## config.mk

```make
export PLATFORM = sky130hd
export DESIGN_NAME = adjustable_frequency_divider_flat
export DESIGN_NICKNAME = d
export VERILOG_FILES = /design/src/rtl/adjustable_frequency_divider_pkg.sv /design/src/rtl/adjustable_frequency_divider_if.sv /design/src/rtl/adjustable_frequency_divider_step_edge_detect.sv /design/src/rtl/adjustable_frequency_divider.sv /design/src/flat_wrapper.sv
export SDC_FILE = /design/constraint.sdc
export NUM_CORES = 1
export LEC_CHECK = 0
export ABC_CLOCK_PERIOD_IN_PS = 4400
export CAP_MARGIN = 15
export CORE_UTILIZATION = 64
export DETAILED_ROUTE_END_ITERATION = 8
export HOLD_SLACK_MARGIN = 0.02
export PLACE_DENSITY = 0.81
export SYNTH_ARGS = -nofsm -noshare
export SYNTH_HDL_FRONTEND = slang
export SYNTH_SLANG_ARGS = --single-unit
```

## constraint.sdc

```tcl
create_clock -name clock_in -period 4.4 [get_ports clock_in]
set_clock_uncertainty 0.2 [all_clocks]
set_input_delay 0.88 -clock clock_in [delete_from_list [all_inputs] [get_ports clock_in]]
set_output_delay 0.88 -clock clock_in [all_outputs]
set_load 0.05 [all_outputs]
```

## src/rtl/adjustable_frequency_divider_pkg.sv

```systemverilog
// adjustable_frequency_divider_pkg: default sizing and divisor limits for the divider
package adjustable_frequency_divider_pkg;
  localparam int CNT_W_DEF    = 8;
  localparam int DIV_MIN_DEF  = 1;
  localparam int DIV_MAX_DEF  = 16;
  localparam int DIV_STEP_DEF = 1;
  localparam int DIV_INIT_DEF = 1;
endpackage

```

## src/rtl/adjustable_frequency_divider_if.sv

```systemverilog
// adjustable_frequency_divider_if: step request in, divided clock out
interface adjustable_frequency_divider_if;
  logic step_divisor;
  logic clock_out;
  modport master (output step_divisor, input clock_out);
  modport slave (input step_divisor, output clock_out);
endinterface

```

## src/rtl/adjustable_frequency_divider_step_edge_detect.sv

```systemverilog
// step_edge_detect: optional 2-flop synchronizer (ADJUSTABLE_FREQUENCY_DIVIDER_SYNC_EN) plus rising-edge pulse
module step_edge_detect (
  input  logic clock_in,
  input  logic reset,
  input  logic level_in,
  output logic pulse_out
);
  logic lvl;
  logic step_q, step_d;
`ifdef ADJUSTABLE_FREQUENCY_DIVIDER_SYNC_EN
  logic [1:0] sync_q, sync_d;
  // shift the raw level through two flops before it is trusted
  always_comb begin
    sync_d = {sync_q[0], level_in};
    lvl = sync_q[1];
  end
  // synchronizer flops
  always_ff @(posedge clock_in) sync_q <= reset ? 2'b00 : sync_d;
`else
  assign lvl = level_in;
`endif
  // remember last sampled level so a held-high input yields one pulse
  always_comb step_d = lvl;
  // previous-level flop
  always_ff @(posedge clock_in) step_q <= reset ? 1'b0 : step_d;
  assign pulse_out = lvl & ~step_q;
endmodule

```

## src/rtl/adjustable_frequency_divider.sv

```systemverilog
// adjustable_frequency_divider: 50% duty divider with stepped, wrapping half-period (ADJUSTABLE_FREQUENCY_DIVIDER_SYNC_EN adds step synchronizer)
module adjustable_frequency_divider
  import adjustable_frequency_divider_pkg::*;
#(
  parameter int CNT_W    = CNT_W_DEF,
  parameter int DIV_MIN  = DIV_MIN_DEF,
  parameter int DIV_MAX  = DIV_MAX_DEF,
  parameter int DIV_STEP = DIV_STEP_DEF,
  parameter int DIV_INIT = DIV_INIT_DEF
) (
  input logic clock_in,
  input logic reset,
  adjustable_frequency_divider_if.slave bus
);
  localparam int CW1 = CNT_W + 1;
  localparam logic [CNT_W:0]   MAX_X  = CW1'(DIV_MAX);
  localparam logic [CNT_W:0]   STEP_X = CW1'(DIV_STEP);
  localparam logic [CNT_W-1:0] MIN_V  = CNT_W'(DIV_MIN);
  localparam logic [CNT_W-1:0] INIT_V = CNT_W'(DIV_INIT);
  logic step;
  logic wrap;
  logic [CNT_W:0] sum;
  logic [CNT_W-1:0] div_next_q, div_next_d, div_act_q, div_act_d, cnt_q, cnt_d;
  logic clock_out_q, clock_out_d;
  step_edge_detect u_step (
    .clock_in (clock_in),
    .reset    (reset),
    .level_in (bus.step_divisor),
    .pulse_out(step)
  );
  // advance requested divisor on a step; at each half-period boundary toggle and adopt it
  always_comb begin
    sum = {1'b0, div_next_q} + STEP_X;
    div_next_d = step ? (sum > MAX_X ? MIN_V : sum[CNT_W-1:0]) : div_next_q;
    wrap = cnt_q == div_act_q - 1'b1;
    cnt_d = wrap ? '0 : cnt_q + 1'b1;
    clock_out_d = wrap ? ~clock_out_q : clock_out_q;
    div_act_d = wrap ? div_next_q : div_act_q;
  end
  // state registers
  always_ff @(posedge clock_in) begin
    if (reset) begin
      div_next_q <= INIT_V;
      div_act_q <= INIT_V;
      cnt_q <= '0;
      clock_out_q <= 1'b0;
    end else begin
      div_next_q <= div_next_d;
      div_act_q <= div_act_d;
      cnt_q <= cnt_d;
      clock_out_q <= clock_out_d;
    end
  end
  assign bus.clock_out = clock_out_q;
endmodule

```

## src/flat_wrapper.sv

```systemverilog
// flat-port wrapper written by rule: the top's interface ports become plain ports
module adjustable_frequency_divider_flat import adjustable_frequency_divider_pkg::*;
#(
  parameter int CNT_W    = CNT_W_DEF,
  parameter int DIV_MIN  = DIV_MIN_DEF,
  parameter int DIV_MAX  = DIV_MAX_DEF,
  parameter int DIV_STEP = DIV_STEP_DEF,
  parameter int DIV_INIT = DIV_INIT_DEF
)
  (clock_in, reset, bus_step_divisor, bus_clock_out);
  adjustable_frequency_divider_if bus_i ();
  input logic clock_in;
  input logic reset;
  input wire logic [$bits(bus_i.step_divisor)-1:0] bus_step_divisor;
  output wire logic [$bits(bus_i.clock_out)-1:0] bus_clock_out;
  assign bus_i.step_divisor = bus_step_divisor;
  assign bus_clock_out = bus_i.clock_out;
  adjustable_frequency_divider #(.CNT_W(CNT_W), .DIV_MIN(DIV_MIN), .DIV_MAX(DIV_MAX), .DIV_STEP(DIV_STEP), .DIV_INIT(DIV_INIT)) u_core (.clock_in(clock_in), .reset(reset), .bus(bus_i));
endmodule
```

# Word level (Yosys, flattened, before mapping)
# Cells that the tools add are included.
# totals
register_bits,26
output_inout_bits,1
# op_classes
n_mux,1
n_reduce_logical,1
add_sub_neg,3
n_lt_le_gt_ge,1
bitwise,3
eq_ne,1
# op_table
op,count
"8-bit by 1-bit adder with 9-bit output, second input constant",1
"9-bit by 5-bit > comparator with 1-bit output, second input constant",1
"8-bit by 1-bit adder with 8-bit output, second input constant",1
8-bit equality test,1
8-bit two-way mux,1
"8-bit by 1-bit subtractor with 8-bit output, second input constant",1
1-bit NOT,2
2-bit OR reduction,1
1-bit AND,1

# Logic depth before layout (Yosys ltp)
# Gate-level depths: netlist of the first run.
# depth
ltp_word,3
depth_mapped,8
ltp_nobuf,7

# Hierarchy
# A second synthesis of the first run with hierarchy kept.
# unflattened
hier_cells,159
hier_area_um2,1453.9
# modules_own_cells
mod,n_inst,area_each_um2,cells_per_inst,seq_area_each_um2
adjustable_frequency_divider,1,1406.3,156,500.5
step_edge_detect,1,47.5,3,20.0

# Worst setup path before layout of the first run
# OpenSTA, ideal clock, no wires.
# synth_timing
kind,reg2reg
startpoint,reg u_core.div_act_q[0]
endpoint,reg u_core.clock_out_q (netlist: u_core.bus.clock_out)
synth_period_minus_slack_ns,2.584
path_buffers,0
path_stages_with_launch,8
arrival_ns,2.263
setup_slack_ns,1.816
cell_sequence,dfxtp_1 inv_1 ha_1 or3b_1 a211oi_1 o211ai_1 nor4_4 mux2_2
# synth_via
elab_chain_cells,2
# synth_rtl
item,line,source
start: declaration,adjustable_frequency_divider.sv:23,"logic [CNT_W-1:0] div_next_q, div_next_d, div_act_q, div_act_d, cnt_q, cnt_d;"
start signal: assignment,adjustable_frequency_divider.sv:49,div_act_q <= div_act_d;
8-bit by 1-bit subtractor with 8-bit output,adjustable_frequency_divider.sv:35,wrap = cnt_q == div_act_q - 1'b1;
8-bit equality test,adjustable_frequency_divider.sv:35,
end signal: assignment,adjustable_frequency_divider.sv:51,clock_out_q <= clock_out_d;
end: declaration,adjustable_frequency_divider.sv:24,"logic clock_out_q, clock_out_d;"
# No other way between the ends.
# A chain may end at the register's enable or synchronous reset.

# Final worst setup path of the first run
# layout_timing
startpoint,reg u_core.div_act_q[0]
endpoint,reg u_core.div_act_q[0]
# layout_via
elab_chain_cells,2
# layout_rtl
item,line
8-bit by 1-bit subtractor with 8-bit output,adjustable_frequency_divider.sv:35
8-bit equality test,adjustable_frequency_divider.sv:35
# No other way between the ends.

==> results of run 1 <==
[stage by stage]
stage	area [µm²]	util (%)	total power [µW]	std cells
after global routing	1540	75.5	862	187
after detailed placement	1490	72.9	657	183
after global placement	1490	72.9	644	183
after CTS	1540	75.5	821	187
final	1540	75.5	813	187
after floorplan	1450	-	609	158
[final cells by class]
type | instances | area [µm²] | share of cell area, %
sequential | 26 | 520 | 33.8
tap | 27 | 33.8 | 2.19
clock inverter | 1 | 30.0 | 1.95
timing repair buffer | 4 | 37.5 | 2.44
multi-input combinational | 124 | 890 | 57.7
clock buffer | 3 | 22.5 | 1.46
inverter | 2 | 7.51 | 0.487
[final timing paths]
path / endpoint / slack [ns] / cells after the start
worst max-delay path: u_core.div_act_q[0]$_SDFFE_PP1N_ / 1.44 / 8
worst min-delay path: u_core.cnt_q[0]$_SDFF_PP0_ / 0.33 / 1
worst max register to register: u_core.div_act_q[0]$_SDFFE_PP1N_ / 1.44 / 8
worst min register to register: u_core.cnt_q[0]$_SDFF_PP0_ / 0.33 / 1
[power by group through the flow]
stage	combinational (µW)	clock [µW]	sequential, µW
floorplan	314	0	295
global route	400	175	288
finish	365	165	283
CTS	368	169	284
detailed placement	368	0	289
global placement	357	0	287
[cell families after synthesis]
family                   Yosys count  share of synthesized area, %
buffers and inverters              8                          2.84
AO/OA/AOI/OAI                     18                          9.31
AND/OR/NAND/NOR                   76                          31.7
flip-flops                        26                          35.9
XOR/XNOR                          15                          9.05
multiplexers                      11                          7.76
adder cells (fa/ha/maj)            4                          3.45
[worst max-delay path: cells and delay by family (launching register included)]
family	cells	cell delay, ns
simple gates	2	1.15
compound gates	2	0.43
flops	1	0.38
buf+inv	2	0.35
fa+ha+maj	1	0.21
mux	1	0.19
[cell usage in the layout (no fill, tap or decap), drive strengths merged, types with 2 or more instances in the layout]
| master | instances |
|---|---|
| or3 | 2 |
| clkbuf | 3 |
| or3b | 3 |
| nor2 | 8 |
| ha | 4 |
| nor2b | 4 |
| xnor2 | 8 |
| and3 | 4 |
| o21ai | 3 |
| and2 | 4 |
| mux2 | 2 |
| nor3 | 9 |
| nor3b | 2 |
| xor2 | 7 |
| mux2i | 9 |
| a21oi | 3 |
| dfxtp | 26 |
| nand2 | 5 |
| nor4 | 5 |
| inv | 2 |
| nand3 | 8 |
| o221ai | 2 |
| nand2b | 18 |
| clkdlybuf4s50 | 3 |
[sequential cells by signal, summed over array words and instances (netlist names)]
register and flops:
u_core.cnt_q 8, u_core.div_act_q 8, u_core.div_next_q 8, u_core.bus.clock_out 1, u_core.u_step.step_q 1
[layer usage]
metal,wire [µm],vias up,part of all wire [%],GRT usage [%]
li1,-,575,-,-
met1,1320,523,51,33.0
met2,1170,14,45,40.1
met3,60,4,2.3,3.70
met4,37,0,1.4,7.14
met5,0,-,0,0
==> key figures, run 1 <==
Synthesis
  • Mean Syn Cell Area: between 9 and 10 µm²
  • Top cells by area, synth: dfxtp_1 36%, nand2b_1 7.8%, mux2i_1 6.2%
  • Area leader, netlist: dfxtp_1
  • Top-count cell post-synth: dfxtp_1
  • Register bit total from synthesis: 26
  • Cell count after synthesis: 158
  • Syn Nets: around 170
  • Synth warn: 0
  • Commonest cells post-synth: 26 x dfxtp_1, 18 x nand2b_1, 9 x mux2i_1, 9 x nor3_1
  • Sequential element share of the synthesized area: approximately 36%
  • Most used DFF post-synth: dfxtp_1
  • EDFF count, synth: 0
  • Yosys cell types: 42
  • Post-Syn Area: 0.00145 mm²
  • Asr flop ratio synth: 0%
  • Synth top area share: 35.9%

Power
  • Seq pwr share: between 30% and 40%
  • Comb pwr share: between 40% and 50%
  • Maximum VDD drop: around 0.44 mV
  • Power Density: around 530 mW/mm²
  • Net Sw Frac: about a third
  • Switching pwr: 286 µW
  • Leakage: 0.000573 µW
  • Power share of the clock group: 20.3%
  • Internal power: about 530 µW

Critical path
  • Crit path arrival time: slightly above 3 ns
  • Critical path launch point type: register
  • CP Class: reg -> reg
  • Worst Setup SP: u_core.div_act_q[0]$_SDFFE_PP1N_
  • Worst Setup End Kind: register
  • Worst path cell trace: inv_1 > ha_1 > or3b_1 > a211oi_1 > o211ai_1 > nor4_4 > buf_4 > mux2i_1
  • Critical Path RT: 4.47 ns
  • CP max stage delay: roughly 0.76 ns
  • Worst Path Max Fanout: 13
  • Reg-to-Reg Start: u_core.div_act_q[0]$_SDFFE_PP1N_
  • Critical Path Slowest Stage Cell: nor4_4

STA
  • Worst Max-Slew Pin Slew: around 0.92 ns
  • Fmax: between 300 and 400 MHz
  • Fin crit share: between 60% and 70%
  • Final setup viols: 0
  • Fin. Hold Viols: 0
  • RSZ-0062 raised after global routing: no
  • Post-route minimum period: approximately 3.0 ns
  • Worst relative slew slack: a little under two fifths
  • Final TNS setup: 0 ns
  • Min Hold Slack: 0.329 ns
  • Slew Viols, Final: 0
  • Final setup margin: about 1.4 ns

Drt
  • Via count: 1116
  • WL/cell: ~14 µm
  • ANT nets after route: 0
  • Drt total wl: 2590 µm
  • Vias per cell: 5.97
  • DR pass1 iterations: 4
  • Post-route DRC: 0
  • Initial DRC Count: 39

Clock tree
  • Worst-path clk slew: about 0.14 ns
  • # hold bufs at CTS: 0
  • TritonCTS clock tree: yes
  • Post-CTS Repair Setup Buffers: 0
  • Worst skew pair latency: approximately 0.32 ns
  • H-tree levels: 1
  • Cts repair resizes: 0
  • CTS sink cnt: 26
  • Clock Path Buffers: 2
  • CTS Buf Count: 3
  • Root buffer cell: clkbuf_4

Floorplan
  • Die Wd: between 40 and 50 µm
  • Row cnt: 16
  • Die area: around 0.0025 mm²
  • I/O pin total: 4
  • Die Ht: between 40 and 50 µm
  • Initial Util: 71.1%
  • Core area: roughly 0.002 mm²

Outcome
  • Status: completed

Layout
  • Nets: approximately 170
  • Fillers: 151
  • P&R area growth vs syn: 6.21%
  • Share of layout cells above drive strength 1: a little under 9%
  • Ant. Diodes: 0

Global route
  • Gr ovfl total: 0
  • Vias in the first global route: between 1000 and 1500
  • Pin count of the biggest net entering global routing: 34
  • Global-route wire length before repair: 4670 µm
  • Initial antenna violation count: 0
  • GRT Total Usage: about a quarter

Place
  • DP Wirelength: between 1500 and 2000 µm
  • Routability cong.: ~0.85
  • # port buffers: 3
  • DP Worst Slack: 1.43 ns

Min path
  • Min-delay src: u_core.cnt_q[0]$_SDFF_PP0_
  • Hold crit path type: reg -> reg

Flow run
  • Total of max-cap violations: 0
(Power assumes the default switching activity.)
==> inputs of run 2 (changes only) <==
- ABC_CLOCK_PERIOD_IN_PS: 4400 -> 2600
- CORE_UTILIZATION: 64 -> 54
- PLACE_DENSITY: 0.81 -> 0.73
- clock period: 4.4 -> 2.6 ns (I/O delays scaled with it)
==> run 2 against run 1 <==
  * Count of clock-buffer cells in the layout unchanged
  * Critical path type unchanged
  * Non-clock buffer count increased by 3
  * Via count increased by 0.54%
  * Sequential power increased by 71%
  * Power increased by 65%
  * Register-to-register slack got worse by 1.3 ns
  * Clock power about the same
  * Utilization decreased by 13 points
  * Fmax increased by 20%
==> key figures, run 2 (same netlist as run 1, synthesis figures left out) <==
Outcome
  • Status: completed

Critical path
  • Crit path arrival time: 2.49 ns (-0.54 ns)
  • Critical Path RT: 2.62 ns (-1.85 ns)
  • Critical path launch point type: register
  • CP Class: reg -> reg
  • Worst Path Max Fanout: 5 (-8)
  • Worst Setup End Kind: register

Drt
  • ANT nets after route: 0 (unchanged)
  • Initial DRC Count: 25 (-36%)
  • Post-route DRC: 0 (unchanged)
  • DR pass1 iterations: 4 (unchanged)
  • WL/cell: 14.1 µm (+1.4%)
  • Via count: 1122 (+0.54%)
  • Drt total wl: 2700 µm (+4.1%)
  • Vias per cell: 5.84 (-2.1%)

STA
  • Final TNS setup: 0 ns (unchanged)
  • Slew Viols, Final: 0 (unchanged)
  • Fin crit share: 94.9% (+28 points)
  • Fmax: 405 MHz (+20%)
  • Fin. Hold Viols: 0 (unchanged)
  • Post-route minimum period: 2.47 ns (-0.491 ns)
  • Final setup viols: 0 (unchanged)
  • Worst relative slew slack: 61.0% (+23 points)
  • Worst Max-Slew Pin Slew: 0.578 ns (-0.344 ns)
  • RSZ-0062 raised after global routing: no

Floorplan
  • Row cnt: 18 (+2)
  • I/O pin total: 4 (unchanged)
  • Die Wd: 53.8 µm (+8.5%)
  • Die Ht: 53.8 µm (+8.5%)
  • Core area: 0.00250 mm² (+22%)
  • Die area: 0.00290 mm² (+18%)
  • Initial Util: 58.1% (-13 points)

Global route
  • GRT Total Usage: 21.3% (-3.1 points)
  • Global-route wire length before repair: 4490 µm (-4.0%)
  • Vias in the first global route: 1009 (-5.6%)
  • Pin count of the biggest net entering global routing: 20 (-41%)
  • Gr ovfl total: 0 (unchanged)
  • Initial antenna violation count: 0 (unchanged)

Power
  • Leakage: 0.000577 µW (+0.72%)
  • Power Density: 859 mW/mm² (+63%)
  • Maximum VDD drop: 0.720 mV (+62%)

Clock tree
  • TritonCTS clock tree: yes
  • # hold bufs at CTS: 0 (unchanged)
  • Root buffer cell: clkbuf_4
  • H-tree levels: 1 (unchanged)
  • Worst skew pair latency: 0.31 ns (about the same)
  • Worst-path clk slew: 0.13 ns (about the same)
  • Clock Path Buffers: 2 (unchanged)
  • CTS sink cnt: 26 (unchanged)
  • CTS Buf Count: 3 (unchanged)

Layout
  • Fin cells: 192 (+2.7%)
  • Commonest non-fill, non-tap cell in the layout: dfxtp_1
  • Nets: 171 (+1.8%)
  • P&R area growth vs syn: 7.33%
  • Ant. Diodes: 0 (unchanged)
  • Biggest regs: u_core.cnt_q: 8 flops, u_core.div_act_q: 8 flops, u_core.div_next_q: 8 flops
  • Most frequent cells in the layout: 26 x dfxtp_1, 18 x nand2b_1, 9 x nor3_1, 9 x mux2i_1
  • Share of layout cells above drive strength 1: 11.1% (+2.4 points)

Flow run
  • Total of max-cap violations: 0 (unchanged)

Min path
  • Hold crit path type: reg -> reg

Place
  • Routability cong.: 0.747 (-12%)
  • # port buffers: 3 (unchanged)
  • DP Wirelength: 1990 µm (+5.2%)
  • Post-Place Cells: 189 (+3.3%)
-- run 2: path summary, 6_finish.rpt --
kind	from	endpoint	slack, ns	cells after the start
setup / recovery	u_core.div_act_q[0]$_SDFFE_PP1N_	u_core.bus.clock_out$_SDFFE_PP0N_	0.13	6
setup reg to reg	u_core.div_act_q[0]$_SDFFE_PP1N_	u_core.bus.clock_out$_SDFFE_PP0N_	0.13	6
hold reg to reg	u_core.cnt_q[0]$_SDFF_PP0_	u_core.cnt_q[0]$_SDFF_PP0_	0.33	1
hold / removal	u_core.cnt_q[0]$_SDFF_PP0_	u_core.cnt_q[0]$_SDFF_PP0_	0.33	1
-- run 2: area by class of cell --
type                       instances  area [µm²]
fill                             219         942
clock buffer                       3        22.5
sequential                        26         520
tap                               30        37.5
multi-input combinational        124         902
timing repair buffer               7        67.6
inverter                           2        7.51
-- run 2: worst max-delay path: stages, from the launching register on --
cell	delay, ns
dfxtp_1	0.37
or4_4	0.59
nor4_1	0.28
nor4_1	0.09
buf_4	0.14
nor4_4	0.34
mux2_2	0.37
-- run 2: metal layers --
layer  GRT usage (%)  vias to the layer above  wire length (µm)
met4            7.46                        0                52
met5               0                        -                 0
met1            29.9                      522              1320
li1                -                      578                 -
met2            32.5                       16              1270
met3            3.67                        6                53
-- run 2: per-stage QoR --
stage	total power, µW	setup WS [ns]	utilization [%]	hold slack [ns]	cell area (µm²)
2_1_floorplan	1030	0.0160	-	0.264	1450
3_3_place_gp	1130	0.254	60.6	0.286	1520
3_5_place_dp	1160	0.125	60.6	0.319	1520
4_1_cts	1320	0.0954	61.5	0.338	1540
5_1_grt	1420	0.0150	62.3	0.364	1560
6_report	1340	0.131	62.3	0.332	1560
-- run 2: report_power, final --
part	total [µW]	switching, µW	internal [µW]
sequential	484	45.7	438
clock	166	111	54.2
combinational	690	335	354
total	1340	492	846
-- run 2: what timing repair did --
item / 4_1_cts / 5_1_grt
setup buffers: 0 / 0
endpoints found under the setup margin: 0 / 9
resized for setup: 0 / 4
